<file path="src/rtl/rf_wb_arbiter.sv">
// Register-file write-back arbiter: single-cycle ALU results take priority over a FIFO of
// long-latency results. Optional busy-register scoreboard under RF_WB_SCOREBOARD_EN.
module rf_wb_arbiter #(
    parameter int DEPTH = 4
) (
    input  logic                       clk,
    input  logic                       rst,
    input  logic                       alu_we,
    input  logic [4:0]                 alu_rd,
    input  logic [31:0]                alu_data,
    input  logic                       lp_valid,
    output logic                       lp_ready,
    input  logic [4:0]                 lp_rd,
    input  logic [31:0]                lp_data,
    output logic                       RF_w,
    output logic [4:0]                 rd,
    output logic [31:0]                rd_data,
`ifdef RF_WB_SCOREBOARD_EN
    input  logic [4:0]                 q_rs,
    input  logic [4:0]                 q_rt,
    output logic                       q_rs_busy,
    output logic                       q_rt_busy,
`endif
    output logic [$clog2(DEPTH):0]     q_count
);
    localparam int PW = $clog2(DEPTH);
    localparam int CW = PW + 1;

    logic [DEPTH-1:0]        ent_vld_q, ent_vld_d;
    logic [DEPTH-1:0][4:0]   ent_rd_q, ent_rd_d;
    logic [DEPTH-1:0][31:0]  ent_data_q, ent_data_d;
    logic [PW-1:0]           head_q, head_d, tail_q, tail_d;
    logic [CW-1:0]           count_q, count_d;
    logic                    rf_w_q, rf_w_d;
    logic [4:0]              rd_q, rd_d;
    logic [31:0]             rd_data_q, rd_data_d;

    logic alu_sel, pop, push;

    assign lp_ready = (count_q != CW'(DEPTH));
    assign q_count  = count_q;
    assign RF_w     = rf_w_q;
    assign rd       = rd_q;
    assign rd_data  = rd_data_q;

    always_comb begin
        ent_vld_d  = ent_vld_q;
        ent_rd_d   = ent_rd_q;
        ent_data_d = ent_data_q;
        head_d     = head_q;
        tail_d     = tail_q;
        rf_w_d     = 1'b0;
        rd_d       = rd_q;
        rd_data_d  = rd_data_q;

        alu_sel = alu_we && (alu_rd != 5'd0);
        pop     = !alu_sel && (count_q != '0);
        push    = lp_valid && lp_ready && (lp_rd != 5'd0);

        // A younger ALU write supersedes every queued result for the same register.
        if (alu_sel) begin
            for (int i = 0; i < DEPTH; i++)
                if (ent_rd_q[i] == alu_rd) ent_vld_d[i] = 1'b0;
            rf_w_d    = 1'b1;
            rd_d      = alu_rd;
            rd_data_d = alu_data;
        end else if (pop) begin
            if (ent_vld_q[head_q]) begin
                rf_w_d    = 1'b1;
                rd_d      = ent_rd_q[head_q];
                rd_data_d = ent_data_q[head_q];
            end
            ent_vld_d[head_q] = 1'b0;
            head_d            = head_q + PW'(1);
        end

        if (push) begin
            ent_vld_d[tail_q]  = !(alu_sel && (alu_rd == lp_rd));
            ent_rd_d[tail_q]   = lp_rd;
            ent_data_d[tail_q] = lp_data;
            tail_d             = tail_q + PW'(1);
        end

        count_d = count_q + CW'(push) - CW'(pop);
    end

    always_ff @(posedge clk or posedge rst) begin
        if (rst) begin
            ent_vld_q  <= '0;
            ent_rd_q   <= '0;
            ent_data_q <= '0;
            head_q     <= '0;
            tail_q     <= '0;
            count_q    <= '0;
            rf_w_q     <= 1'b0;
            rd_q       <= '0;
            rd_data_q  <= '0;
        end else begin
            ent_vld_q  <= ent_vld_d;
            ent_rd_q   <= ent_rd_d;
            ent_data_q <= ent_data_d;
            head_q     <= head_d;
            tail_q     <= tail_d;
            count_q    <= count_d;
            rf_w_q     <= rf_w_d;
            rd_q       <= rd_d;
            rd_data_q  <= rd_data_d;
        end
    end

`ifdef RF_WB_SCOREBOARD_EN
    // Busy covers queued valid entries plus the write currently on the RF port.
    always_comb begin
        q_rs_busy = 1'b0;
        q_rt_busy = 1'b0;
        for (int i = 0; i < DEPTH; i++) begin
            if (ent_vld_q[i] && ent_rd_q[i] == q_rs) q_rs_busy = 1'b1;
            if (ent_vld_q[i] && ent_rd_q[i] == q_rt) q_rt_busy = 1'b1;
        end
        if (rf_w_q && rd_q == q_rs) q_rs_busy = 1'b1;
        if (rf_w_q && rd_q == q_rt) q_rt_busy = 1'b1;
        if (q_rs == 5'd0) q_rs_busy = 1'b0;
        if (q_rt == 5'd0) q_rt_busy = 1'b0;
    end
`endif
endmodule

</file>
<file path="config.mk">
export PLATFORM = sky130hd
export DESIGN_NAME = rf_wb_arbiter
export DESIGN_NICKNAME = d
export VERILOG_FILES = /design/src/rtl/rf_wb_arbiter.sv
export SDC_FILE = /design/constraint.sdc
export NUM_CORES = 1
export LEC_CHECK = 0
export ABC_CLOCK_PERIOD_IN_PS = 8100
export CORE_ASPECT_RATIO = 0.9
export CORE_MARGIN = 2
export CORE_UTILIZATION = 40
export CTS_CLUSTER_SIZE = 30
export DETAILED_ROUTE_END_ITERATION = 7
export HOLD_SLACK_MARGIN = 0.15
export PLACE_DENSITY = 0.71
export REMOVE_ABC_BUFFERS = 1
export SETUP_SLACK_MARGIN = 0.3
export SYNTH_ARGS = -nofsm -noshare
export SYNTH_HDL_FRONTEND = slang
export SYNTH_SLANG_ARGS = --single-unit
</file>
<file path="constraint.sdc">
create_clock -name clk -period 8.1 [get_ports clk]
set_input_delay 1.215 -clock clk [delete_from_list [all_inputs] [get_ports clk]]
set_output_delay 1.215 -clock clk [all_outputs]
set_load 0.005 [all_outputs]
</file>
# Word-level counts from Yosys, hierarchy flattened
# Index checks and enable logic that the tools add are counted.
# W data, S select, Z words.
[totals] reg_bits=197 latchBits=0 mem_bits_rw=0 rom_bits=0 inputBits=78 out_inout_bits=42 elab_cells=81 n_memories=0
[op_classes] add_sub_neg=4 multipliers=0 n_div=0 magnitude_cmp=4 n_eq_ne=6 shifts=0 n_mux=33 n_bitwise=3 reduce_logical=16
[ops] cell="$mux W32" n=5
[ops] cell="$bwmux W128" n=1
[ops] cell="$bmux W32 S2" n=1
[ops] cell="$demux W32 S2" n=1
[ops] cell="$eq A5 B5 Y1" n=5
[ops] cell="$mux W5" n=5
[ops] cell="$bwmux W20" n=1
[ops] cell="$mux W4" n=3
[ops] cell="$bmux W5 S2" n=1
[ops] cell="$demux W5 S2" n=1
[ops] cell="$mux W1" n=10
[ops] cell="$reduce_bool A5 Y1" n=2
[ops] cell="$logic_and A1 B1 Y1" n=7
[ops] cell="$lt A2 B3 Y1 const B" n=2
[ops] cell="$add A2 B1 Y2 const B" n=2
[ops] cell="$and A4 B4 Y4" n=1
[ops] cell="$bwmux W4" n=1
[ops] cell="$demux W1 S2" n=2
[ops] cell="$ge A2 B1 Y1 const B" n=2
[ops] cell="$not A4 Y4" n=1
[ops] cell="$reduce_and A2 Y1" n=2
[ops] cell="$reduce_bool A2 Y1" n=2
[ops] cell="$add A3 B1 Y3" n=1
[ops] cell="$ne A3 B3 Y1 const B" n=1
[ops] cell="5 further kinds" n=6

# Longest topological paths before layout
[depth] ltp_word=10 ltp_mapped=11 ltp_nobuf=10

# Least setup slack after synthesis
# No wires, ideal clock.
[synth_timing] path_kind="input to register" from="input alu_rd[1]" to="register count_q[2] (netlist: q_count[2])" setup_ps=124 arrival_time_ps=3163 t_required_ps=7976 slack_ps=4814 cell_stages=11 n_path_buf=1 path_cell_list="buf_2 > o41ai_4 > nand3_1 > inv_1 > ha_1 > inv_1 > ha_1 > inv_1 > fa_1 > xnor2_1 > xnor2_1"
[synth_via] elab_chain_cells=5
[synth_lines] element="from (decl)" line_no="9" text="input logic [4:0] alu_rd,"
[synth_lines] element="$reduce_bool A5 Y1" line_no="56" text="alu_sel = alu_we && (alu_rd != 5'd0);"
[synth_lines] element="$logic_and A1 B1 Y1" line_no="56"
[synth_lines] element="$logic_not A1 Y1" line_no="57" text="pop = !alu_sel && (count_q != '0);"
[synth_lines] element="$logic_and A1 B1 Y1" line_no="57"
[synth_lines] element="$sub A3 B1 Y3" line_no="84" text="count_d = count_q + CW'(push) - CW'(pop);"
[synth_lines] element="named net count_d[2]" line_no="33" text="logic [CW-1:0] count_q, count_d;"
[synth_lines] element="to (signal assigned)" line_no="104" text="count_q <= count_d;"
[synth_lines] element="to (decl)" line_no="33"
# The timed path passes the listed nets, and every way through them passes these cells.
# A chain may end at the register's enable or synchronous reset.

# Worst setup path after layout
[layout_timing] from="input lp_rd[3]" to="register count_q[2] (netlist: q_count[2])"
[layout_via] elab_chain_cells=4
[layout_lines] element="from (decl)" line_no="13" text="input logic [4:0] lp_rd,"
[layout_lines] element="$reduce_bool A5 Y1" line_no="58" text="push = lp_valid && lp_ready && (lp_rd != 5'd0);"
[layout_lines] element="$logic_and A1 B1 Y1" line_no="58"
[layout_lines] element="$add A3 B1 Y3" line_no="84"
[layout_lines] element="$sub A3 B1 Y3" line_no="84"
[layout_lines] element="named net count_d[2]" line_no="33"
# The timed path passes the listed nets, and every way through them passes these cells.

==> flow_summary.toml <==
[synth]
ys.flop_type = "dfrtp_1"
seq_area_frac_synth_pct = 53.5
yosysWarnings = 0
avgSynthCellArea_sq_um = 14.4
async_reset_ff_share_pct = 100
synth_edf_count = 0
synth.distinct_cells = 35
ys_seq_elements = 197
synthTopCellsByArea = "dfrtp_1 (53%), mux2_1 (9.3%), mux4_2 (9.3%)"
synth_area_sq_mm = 0.00922
netlist.top_cell.by_area = "dfrtp_1"
yosysTopAreaCellShare_pct = 53.5
synthCells = 639

[run_status]
status = "finished clean"

[sta]
max_freq_ghz = 0.271
drv_slew = 0
rsz0062_at_grt = "no"
period_needed_ns = 3.69
skew_ns = 0.0126
setup_violations = 0
timing.slew.headroom_pct = 24.9
worst_pin_slew_ns = 1.12
whs_ns = 0.483
setup_tns_ns = 0
period_share_pct = 45.6
final-hold-violation-count = 0

[clock_tree]
cts_tree = "yes"
clk_pin_slew_ns = 0.07
clk_latency_ns = 0.43
ctsHoldBuffers = 0
htreeDepth = 4
root_buffer = "clkbuf_16"
numCtsBuffers = 17
clk_path_buf_depth = 2
numClockSinks = 197
cts_setup_buffers = 0
ctsResizeCount = 0

[final_layout]
area_growth_pct = 21.8
nNetsFinal = 833
seqCellArea_sq_mm = 0.00493
final_cell_count_no_fill = 1054
multi_input_area_sq_mm = 0.00402
drive_gt1_share_pct = 21.9
fillCellCount = 1938
antenna_cells = 0
final_util_pct = 49.8

[setup_path]
cp-start-kind = "primary input"
slowest_stage = "nor4_4"
critPathMostFrequentCell = "inv_1"
rr_worst_depth = 10
critPathMaxFanout = 8
slowest_delay_ns = 0.74
crit_required_ns = 8.45
crit_arrival_ns = 4.05
timing.rr.end = "q_count[2]"
path_class = "in -> reg"
worstPathCellList = "clkdlybuf4s50_1, nor4_4, a211oi_2, inv_1, ha_1, inv_1, ha_1, inv_1, fa_1, xnor2_1, xnor2_1"
regToRegSetupSlack_ns = 5.32
endpoint_kind = "flop"
reg2reg_from = "q_count[1]"

[detailed_routing]
drt-met1-wl_um = 8860
drt_iter0_drc = 312
routedWlPerCell_um = 18.3
vias = 5474
drc_errors = 0
route.met2.wl_um = 9240
antenna_left = 0
dr_wl_met3_um = 978
drt_wl_total_um = 19300
top_layer = "met4"
dr.pass1.iters = 4
viasPerCell = 5.19

[place]
dp_hpwl_um = 11900
port_buffers = 119
gp_congestion = 0.754
post-place-cells = 1022

[die]
num_rows = 52
dieWidth_um = 164
die_area_sq_mm = 0.0243
initial_utilization_pct = 40.8
coreArea_sq_mm = 0.0226
pin_count = 120
die_h_um = 148

[grt]
grt_max_degree = 124
grt_pass1_wl_um = 31500
grt_pass1_vias = 5796
track_usage_pct = 16.8
antenna_found_initial = 0
grt_overflow = 0

[power_and_ir_drop]
peakVddDrop_v = 0.000169
powerDensity_mw_per_mm2 = 398
p_leak_nw = 4.66

[hold_path]
holdPathStages = 1
holdCritStartpoint = "ent_data_q[113]"
hold_end = "ent_data_q[113]"
hold_class = "reg -> reg"

[flow_run]
max_cap_violations = 0
## sequential cells by signal (all words and copies together), names as in the netlist
| register | count |
|---|---|
| RF_w | 1 |
| tail_q | 2 |
| ent_vld_q | 4 |
| ent_data_q | 128 |
| head_q | 2 |
| ent_rd_q | 20 |
| rd_data | 32 |
| q_count | 3 |
| rd | 5 |
## critical path: cells and delay by family
kind | cells | cell delay (ns)
buffers and inverters | 4 | 0.77
adders and majority gates | 3 | 0.73
and+or+nand+nor | 1 | 0.74
AOI/OAI and AO/OA | 1 | 0.27
xor gates and xnor gates | 2 | 0.32
## synth_stat cells, types with 2 or more instances
| master | count |
|---|---|
| dfrtp_1 | 197 |
| xor2_1 | 10 |
| o22ai_1 | 4 |
| inv_1 | 13 |
| buf_2 | 14 |
| nand3_1 | 9 |
| mux2_2 | 73 |
| nand3b_1 | 4 |
| buf_6 | 4 |
| mux4_2 | 38 |
| ha_1 | 10 |
| clkbuf_1 | 4 |
| buf_4 | 18 |
| mux2i_1 | 34 |
| a21oi_1 | 34 |
| nor2_1 | 34 |
| nor4_1 | 5 |
| a211oi_1 | 4 |
| nand2_1 | 17 |
| xnor2_1 | 19 |
| o211ai_2 | 2 |
| nand4_1 | 4 |
| mux2_1 | 76 |
## power breakdown
group	internal, W	switching [W]
clock network	0.000482	0.000372
logic	0.00109	0.000764
registers	0.00149	0.000272
## cell type report
| type | count | share of cell area (%) |
|---|---|---|
| timing repair buffer | 128 | 11.2 |
| tap | 297 | 3.31 |
| sequential | 197 | 43.9 |
| clock buffer | 22 | 4.22 |
| inverter | 13 | 0.501 |
| multi-input combinational | 387 | 35.8 |
| clock inverter | 10 | 1.08 |
## placed cells by master (no fill, tap or decap), drive strengths merged, types with 17 or more instances in the layout
master,synthesis,final
nor2,34,34
dfrtp,197,197
mux2,149,149
clkbuf,5,22
xnor2,19,19
mux2i,34,34
clkdlybuf4s50,0,119
nand2,17,17
mux4,38,38
a21oi,34,34
## how the worst max path moves through the flow
| stage | startpoint | to |
|---|---|---|
| floorplan | rst | RF_w |
| finish | lp_rd[3] | q_count[2] |
| global route | lp_rd[3] | q_count[2] |
| detailed placement | lp_rd[3] | q_count[2] |
| CTS | lp_rd[3] | q_count[2] |
| global placement | lp_rd[3] | q_count[2] |
## per-layer routing
| layer | vias to the layer above | global-route usage (%) |
|---|---|---|
| li1 | 2514 | - |
| met1 | 2830 | 23.3 |
| met2 | 117 | 27.1 |
| met3 | 13 | 3.65 |
| met4 | 0 | 4.12 |
| met5 | - | 0 |
## logic make-up after synthesis
group / synth area share [%]
adder cells (fa/ha/maj): 1.57
buffers and inverters: 3.53
multiplexers: 31.2
XOR/XNOR: 2.75
AO/OA/AOI/OAI: 3.46
AND/OR/NAND/NOR: 4.06
flip-flops: 53.5
## through the flow
step           area (sq um)  setup slack [ns]  total power [W]
2_1_floorplan          8940              1.52          0.00304
3_3_place_gp          10600              3.97          0.00361
3_5_place_dp          10600              3.93          0.00368
4_1_cts               11200              4.40          0.00454
5_1_grt               11200              4.18          0.00477
6_report              11200              4.41          0.00447
No activity file was read; power rests on OpenSTA's default activity.
